===== src/rtl/sop_pkg.sv =====
`default_nettype none
// ============================================================================
// Module      : sop_pkg
// Description : Shared types, default sizes and helpers for the
//               sum-of-products delay pipeline.
// Revision    : 1.0 - initial release
// ============================================================================
package sop_pkg;

  // Default geometry; the term record width is tied to SOP_N_IN.
  localparam int SOP_N_IN    = 3;
  localparam int SOP_N_TERMS = 4;
  localparam int TOGGLE_W    = 16;

  // One programmable product term.
  typedef struct packed {
    logic                en;
    logic [SOP_N_IN-1:0] care;
    logic [SOP_N_IN-1:0] val;
  } term_t;

  // End-to-end latency of the three stages, in cycles.
  function automatic int sop_total_lat(input int inv, input int and_, input int or_);
    return inv + and_ + or_;
  endfunction

endpackage
`default_nettype wire


===== src/rtl/sop_delay_stage.sv =====
`default_nettype none
// ============================================================================
// Module      : sop_delay_stage
// Description : LAT-deep register chain carrying {valid, data}. All slots
//               move together under a shared advance enable.
// Revision    : 1.0 - initial release
// ============================================================================
module sop_delay_stage #(
  parameter int W   = 1,
  parameter int LAT = 1
) (
  input  logic         clk,
  input  logic         rst_n,
  input  logic         advance,
  input  logic         in_valid,
  input  logic [W-1:0] in_data,
  output logic         out_valid,
  output logic [W-1:0] out_data,
  output logic         busy
);

  logic [LAT-1:0] r_valid;
  logic [W-1:0]   r_data [LAT];

  // Shift the whole chain one slot whenever the pipe advances.
  always_ff @(posedge clk or negedge rst_n) begin
    if (!rst_n) begin
      r_valid <= '0;
      for (int i = 0; i < LAT; i++) r_data[i] <= '0;
    end else if (advance) begin
      r_valid[0] <= in_valid;
      r_data[0]  <= in_data;
      for (int i = 1; i < LAT; i++) begin
        r_valid[i] <= r_valid[i-1];
        r_data[i]  <= r_data[i-1];
      end
    end
  end

  assign out_valid = r_valid[LAT-1];
  assign out_data  = r_data[LAT-1];
  assign busy      = |r_valid;

endmodule
`default_nettype wire


===== src/rtl/sop_delay_pipe.sv =====
`default_nettype none
// ============================================================================
// Module      : sop_delay_pipe
// Description : Programmable sum-of-products evaluator pipelined as
//               invert -> AND -> OR, each stage a whole number of cycles,
//               with valid/ready flow control and run-time term writes.
//               Optional feature macro: SOP_TOGGLE_CNT_EN adds cnt_clr and a
//               saturating output-toggle counter toggle_cnt.
// Revision    : 1.0 - initial release
// ============================================================================
module sop_delay_pipe
  import sop_pkg::*;
#(
  parameter int N_IN    = SOP_N_IN,
  parameter int N_TERMS = SOP_N_TERMS,
  parameter int INV_LAT = 1,
  parameter int AND_LAT = 2,
  parameter int OR_LAT  = 4,
  localparam int c_idx_w = (N_TERMS > 1) ? $clog2(N_TERMS) : 1
) (
  input  logic               clk,
  input  logic               rst_n,
  input  logic               in_valid,
  output logic               in_ready,
  input  logic [N_IN-1:0]    in_x,
  output logic               out_valid,
  input  logic               out_ready,
  output logic               out_y,
  output logic [N_TERMS-1:0] out_terms,
`ifdef SOP_TOGGLE_CNT_EN
  input  logic               cnt_clr,
  output logic [TOGGLE_W-1:0] toggle_cnt,
`endif
  input  logic               cfg_we,
  output logic               cfg_ready,
  input  logic [c_idx_w-1:0] cfg_idx,
  input  logic               cfg_en,
  input  logic [N_IN-1:0]    cfg_care,
  input  logic [N_IN-1:0]    cfg_val
);

  localparam int c_inv_w = 2 * N_IN;
  localparam int c_or_w  = 1 + N_TERMS;

  if (INV_LAT < 1 || AND_LAT < 1 || OR_LAT < 1 || N_TERMS < 1 || N_IN != SOP_N_IN) begin : g_bad_params
    $error("sop_delay_pipe: stage latencies and N_TERMS must be >= 1, N_IN must equal SOP_N_IN");
  end

  logic                 w_advance;
  logic                 w_accept;
  logic                 w_cfg_wr;
  logic                 w_inv_valid, w_and_valid;
  logic [c_inv_w-1:0]   w_inv_data;
  logic [N_TERMS-1:0]   w_and_data;
  logic [N_TERMS-1:0]   w_match;
  logic [c_or_w-1:0]    w_or_in;
  logic [c_or_w-1:0]    w_or_data;
  logic                 w_inv_busy, w_and_busy, w_or_busy;
  logic [N_IN-1:0]      w_x, w_nx;
  term_t                r_terms [N_TERMS];

  // Flow control: the whole pipe holds while an output waits for its consumer;
  // a term write on an empty pipe takes the input slot for that cycle.
  assign w_advance = !out_valid || out_ready;
  assign cfg_ready = !(w_inv_busy || w_and_busy || w_or_busy);
  assign w_cfg_wr  = cfg_we && cfg_ready;
  assign in_ready  = w_advance && !w_cfg_wr;
  assign w_accept  = in_valid && in_ready;

  // Term table; an index beyond N_TERMS matches no slot and is ignored.
  always_ff @(posedge clk or negedge rst_n) begin
    if (!rst_n) begin
      for (int k = 0; k < N_TERMS; k++) r_terms[k] <= '0;
    end else if (w_cfg_wr) begin
      for (int k = 0; k < N_TERMS; k++) begin
        if (cfg_idx == c_idx_w'(k)) begin
          r_terms[k].en   <= cfg_en;
          r_terms[k].care <= cfg_care;
          r_terms[k].val  <= cfg_val;
        end
      end
    end
  end

  // Invert stage: both literal polarities travel together.
  sop_delay_stage #(.W(c_inv_w), .LAT(INV_LAT)) u_inv (
    .clk       (clk),
    .rst_n     (rst_n),
    .advance   (w_advance),
    .in_valid  (w_accept),
    .in_data   ({in_x, ~in_x}),
    .out_valid (w_inv_valid),
    .out_data  (w_inv_data),
    .busy      (w_inv_busy)
  );

  assign w_x  = w_inv_data[c_inv_w-1:N_IN];
  assign w_nx = w_inv_data[N_IN-1:0];

  // Product terms: each cared literal picks the true or inverted rail.
  always_comb begin
    w_match = '0;
    for (int k = 0; k < N_TERMS; k++) begin
      logic m;
      m = r_terms[k].en;
      for (int i = 0; i < N_IN; i++) begin
        if (r_terms[k].care[i]) m = m & (r_terms[k].val[i] ? w_x[i] : w_nx[i]);
      end
      w_match[k] = m;
    end
  end

  // AND stage delay.
  sop_delay_stage #(.W(N_TERMS), .LAT(AND_LAT)) u_and (
    .clk       (clk),
    .rst_n     (rst_n),
    .advance   (w_advance),
    .in_valid  (w_inv_valid),
    .in_data   (w_match),
    .out_valid (w_and_valid),
    .out_data  (w_and_data),
    .busy      (w_and_busy)
  );

  assign w_or_in = {|w_and_data, w_and_data};

  // OR stage delay; its last slot is the output register.
  sop_delay_stage #(.W(c_or_w), .LAT(OR_LAT)) u_or (
    .clk       (clk),
    .rst_n     (rst_n),
    .advance   (w_advance),
    .in_valid  (w_and_valid),
    .in_data   (w_or_in),
    .out_valid (out_valid),
    .out_data  (w_or_data),
    .busy      (w_or_busy)
  );

  assign out_y     = w_or_data[c_or_w-1];
  assign out_terms = w_or_data[N_TERMS-1:0];

`ifdef SOP_TOGGLE_CNT_EN
  logic                r_prev_y;
  logic [TOGGLE_W-1:0] r_toggle_cnt;
  logic                w_out_hs;

  assign w_out_hs = out_valid && out_ready;

  // Count handshakes whose result differs from the previous handshake's,
  // saturating; a clear overrides a same-cycle increment.
  always_ff @(posedge clk or negedge rst_n) begin
    if (!rst_n) begin
      r_prev_y     <= 1'b0;
      r_toggle_cnt <= '0;
    end else begin
      if (w_out_hs) r_prev_y <= out_y;
      if (cnt_clr) begin
        r_toggle_cnt <= '0;
      end else if (w_out_hs && (out_y != r_prev_y) && (r_toggle_cnt != {TOGGLE_W{1'b1}})) begin
        r_toggle_cnt <= r_toggle_cnt + 1'b1;
      end
    end
  end

  assign toggle_cnt = r_toggle_cnt;
`else
  // Toggle counting not built: no extra ports or state.
`endif

endmodule
`default_nettype wire


===== config.mk =====
export PLATFORM = sky130hd
export DESIGN_NAME = sop_delay_pipe
export DESIGN_NICKNAME = d
export VERILOG_FILES = /design/src/rtl/sop_pkg.sv /design/src/rtl/sop_delay_stage.sv /design/src/rtl/sop_delay_pipe.sv
export SDC_FILE = /design/constraint.sdc
export NUM_CORES = 1
export LEC_CHECK = 0
export CORE_ASPECT_RATIO = 2
export CORE_UTILIZATION = 57
export CTS_CLUSTER_DIAMETER = 50
export CTS_CLUSTER_SIZE = 30
export DETAILED_ROUTE_END_ITERATION = 7
export PLACE_DENSITY = 0.81
export SYNTH_ARGS = -nofsm -noshare
export SYNTH_HDL_FRONTEND = slang
export SYNTH_SLANG_ARGS = --single-unit

===== constraint.sdc =====
create_clock -name clk -period 2.9 [get_ports clk]
set_clock_uncertainty 0.15 [all_clocks]
set_input_delay 0.435 -clock clk [delete_from_list [all_inputs] [get_ports clk]]
set_output_delay 0.435 -clock clk [all_outputs]
set_load 0.03 [all_outputs]

# Yosys cells after proc, flatten, opt, wreduce, memory -nomap -nowiden
# Index checks and enable logic that the tools add are counted.
# classes
eq_ne,3
muxes,24
bitwise_logic,13
n_reduce_logical,17
# op_table
cell,n
1-bit 2-to-1 mux,24
1-bit AND,12
2-bit AND reduction,4
4-bit OR reduction,2
"2-bit equality test, second input constant",2
1-bit logical AND,3
1-bit logical NOT,3
1-bit logical OR,3
3-bit inverter,1
"2-bit by 1-bit equality test with 1-bit output, second input constant",1
2-bit logical NOT,1
2-bit OR reduction,1
# totals
ff_bits,69
output_inout_bits,8
elab_cells,79

# Depth between registers and ports, before layout
# depth
word_depth,8
depth_mapped,6
mapped_depth_nobuf,3

# By module
# Synthesis repeated with hierarchy kept, for this count alone.
# unflattened
cells_unflattened,195
hier_area_um2,3108.0
# modules_own_cells
module,n_inst,cells_each,area_per_inst_um2,seq_area_each_um2
sop_delay_pipe,1,96,1318.8,700.7
sop_delay_stage at u_or,1,57,1042.2,600.6
sop_delay_stage at u_and,1,26,447.9,250.2
sop_delay_stage at u_inv,1,16,299.0,175.2

# Worst setup path before layout
# OpenSTA, ideal clock, no wires.
# synth_path
kind,register -> output
startpoint,register u_or.r_valid[3]
endpoint,output port cfg_ready
arrival_ns,2.066
required_time_ns,2.315
path_slack_ns,0.249
path_stages_with_launch,4
path_cell_list,dfrtp_1 or4_1 buf_6 nor4_1
# synth_via
elab_chain_cells,3
# synth_lines
element,line_no,source
from (decl),sop_delay_stage.sv:22,logic [LAT-1:0] r_valid;
"from (signal, indexed assignment)",sop_delay_stage.sv:34,r_valid[i] <= r_valid[i-1];
4-bit OR reduction,sop_delay_stage.sv:42,assign busy = |r_valid;
1-bit logical OR,sop_delay_pipe.sv:65,assign cfg_ready = !(w_inv_busy || w_and_busy || w_or_busy);
1-bit logical NOT,sop_delay_pipe.sv:65,
to (decl),sop_delay_pipe.sv:35,"output logic cfg_ready,"
# No other way between the ends.

# Final worst setup path
# layout_path
startpoint,input port cfg_we
endpoint,output port in_ready
# layout_via
elab_chain_cells,3
# layout_lines
element,line_no,source
from (decl),sop_delay_pipe.sv:34,"input logic cfg_we,"
1-bit logical AND,sop_delay_pipe.sv:66,assign w_cfg_wr = cfg_we && cfg_ready;
1-bit logical NOT,sop_delay_pipe.sv:67,assign in_ready = w_advance && !w_cfg_wr;
1-bit logical AND,sop_delay_pipe.sv:67,
to (decl),sop_delay_pipe.sv:24,"output logic in_ready,"
# No other way between the ends.

==> results.cfg <==
[layout]
drive_gt1_share_pct = 19.7
multi_input_comb_area_um2 = 1070
diodes = 0
area_delta_synth_final_pct = 17.0
fillers = 356
fin_area_um2 = 3390
layout.nets = 302
stdcell_count = 347
seq_area_um2 = 1730

[synth]
ys_seq_elements = 69
ys_async_sr_fraction_pct = 100
syn-num-nets = 275
synth-edff-count = 0
yosys_warnings = 0
synthCells = 258
synth_common_cells = nand2_1, dfrtp_1, mux2_2
yosysSeqAreaShare_pct = 59.7
yosys-top-cells-area = dfrtp_1, nand2_1, mux2_2
synthesis.area_um2 = 2890
ys_types = 25
avgSynthCellArea_um2 = 11.2
synth_most_common_cell = nand2_1
synth_top_cell_area_share_pct = 59.7
yosys_most_used_dff = dfrtp_1
synth_top_area_cell = dfrtp_1

[clock_network]
post_cts_resized = 0
cts_tree = done
clkSinkCount = 69
clkTransAtPathRegs_ps = 70
holdBufCountCts = 0
h-tree-depth = 3
numCtsBuffers = 9
insertion_delay_ps = 330
cts_root_buf = clkbuf_8
postCtsSetupBuffers = 0
cts_buffer_depth = 2

[floorplan]
core-area_um2 = 4860
num_rows = 36
dieArea_um2 = 5380
initial_core_util_pct = 59.5
die_y_um = 103
io_pins = 25
die_w_um = 52.4

[routing]
finalWirelength_um = 5210
vias = 1879
wl_per_cell_um = 15.0
first_iter_violations = 29
drc_errors = 0
avgViaCountPerCell = 5.41
drt_first_pass_iters = 4
ant_nets = 0

[power_and_ir_drop]
pwr_density_cell_nw_per_um2 = 1010
vdd_drop_max_mv = 0.680
p_leak_nw = 1.68
comb_power_share_pct = 29.6
power_frac_seq_pct = 48.8
internal-power_mw = 2.29
power_mw = 3.42
clockPowerShare_pct = 21.6
p_switching_mw = 1.13
switching_share_pct = 33.1

[timing]
setup_tns_ps = 0
maxSlewHeadroom_pct = 43.4
final_max_slew_viol_count = 0
max_freq_mhz = 366
worstMarginPinSlew_ps = 848
final_hold_viol_count = 0
rsz0062_at_grt = no
min_period_ps = 2730
hold_ws_ps = 135
period_share_pct = 94.2
setup_viol = 0

[placement]
io_buffer_count = 24
placed_area_um2 = 3190
hpwl_um = 3480
dp_cells = 331
gp_congestion = 0.806

[critical_path]
crit_arrival_ps = 2150
start_kind = input pin
rr_worst_depth = 4
cp_max_fo = 2
required_ps = 2320
endpoint_kind = output pin
crit_type = input pin to output pin

[global_routing]
grt_overflow = 0
grt_use_total_pct = 23.3
grt_pass1_vias = 1875
grt_pass1_wl_um = 8740
grt_max_degree = 70
antenna_found_initial = 0

[outcome]
status = finished clean

[flow_run]
maxCapViolations = 0

[hold_path]
hold_path.class = input pin to asynchronous set/reset pin
==> sequential cells by signal (all words and copies together), names as in the netlist <==
name / flops
u_and.r_valid: 2
u_or.r_data: 15
u_and.out_data: 4
u_and.r_data: 4
u_inv.out_data: 6
u_or.out_data: 5
u_inv.busy: 1
u_or.r_valid: 4
r_terms: 28
==> kinds of logic after synthesis <==
kind of cell	after synthesis	share of synthesized area, %
DFF	69	59.7
AOI/OAI and AO/OA	17	4.24
buffers and inverters	20	3.42
and+or+nand+nor	112	17.6
muxes	40	15.0
==> worst paths after layout <==
path,slack [ps],start,to
worst max-delay path,170,cfg_we,in_ready
worst min-delay path,140,rst_n,u_and.r_valid[0]
worst min register to register,320,u_or.out_data[2],u_or.out_data[2]
max in group asynchronous,1910,rst_n,u_or.r_data[10]
worst max register to register,560,u_or.r_valid[1],r_terms[12]
min in group clk,320,u_or.out_data[2],u_or.out_data[2]
==> power by group through the flow <==
stage | logic (mW) | clock network, mW | registers [mW]
floorplan | 0.765 | 0 | 1.63
global placement | 0.987 | 0 | 1.66
detailed placement | 1.02 | 0 | 1.68
CTS | 1.03 | 0.756 | 1.66
global route | 1.12 | 0.808 | 1.72
finish | 1.01 | 0.740 | 1.67
==> critical path, cell delays in order <==
cell,delay (ps)
clkdlybuf4s50_1,440
or4b_1,480
nor2_1,150
nor2_1,50
clkdlybuf4s50_1,590
==> layout by cell type (no fill, tap or decap), types with 2 or more instances in the layout <==
master,count
dfrtp_1,69
mux2i_1,12
nor2_1,4
clkbuf_8,13
buf_4,6
a22oi_1,4
mux2_2,28
nand2_1,97
clkdlybuf4s50_1,22
nor4_4,2
o21ai_0,2
a21oi_1,2
nand2b_1,2
a22o_1,4
nor4_1,2
clkinv_2,2
a211oi_1,4
inv_1,5
==> routing by layer <==
metal	vias to the layer above	track usage, %	wire length [um]
li1	905	-	-
met1	942	26.3	2100
met2	28	38.7	2930
met3	4	7.67	120
met4	0	11.1	66
met5	-	0	0
==> final cells by class <==
cell class / count / share of cell area, %
tap: 57 / 2.11
multi-input combinational: 169 / 31.6
clock buffer: 13 / 5.28
inverter: 5 / 0.554
sequential: 69 / 51.0
timing repair buffer: 31 / 8.94
clock inverter: 3 / 0.517
==> stage by stage <==
stage | util [%] | setup WS [ps]
after floorplan | - | 249
after global placement | 65.5 | 202
after detailed placement | 65.5 | 192
after CTS | 69.6 | 48.7
after global routing | 69.6 | 74.2
final | 69.6 | 169
No activity file was read; power rests on OpenSTA's default activity.
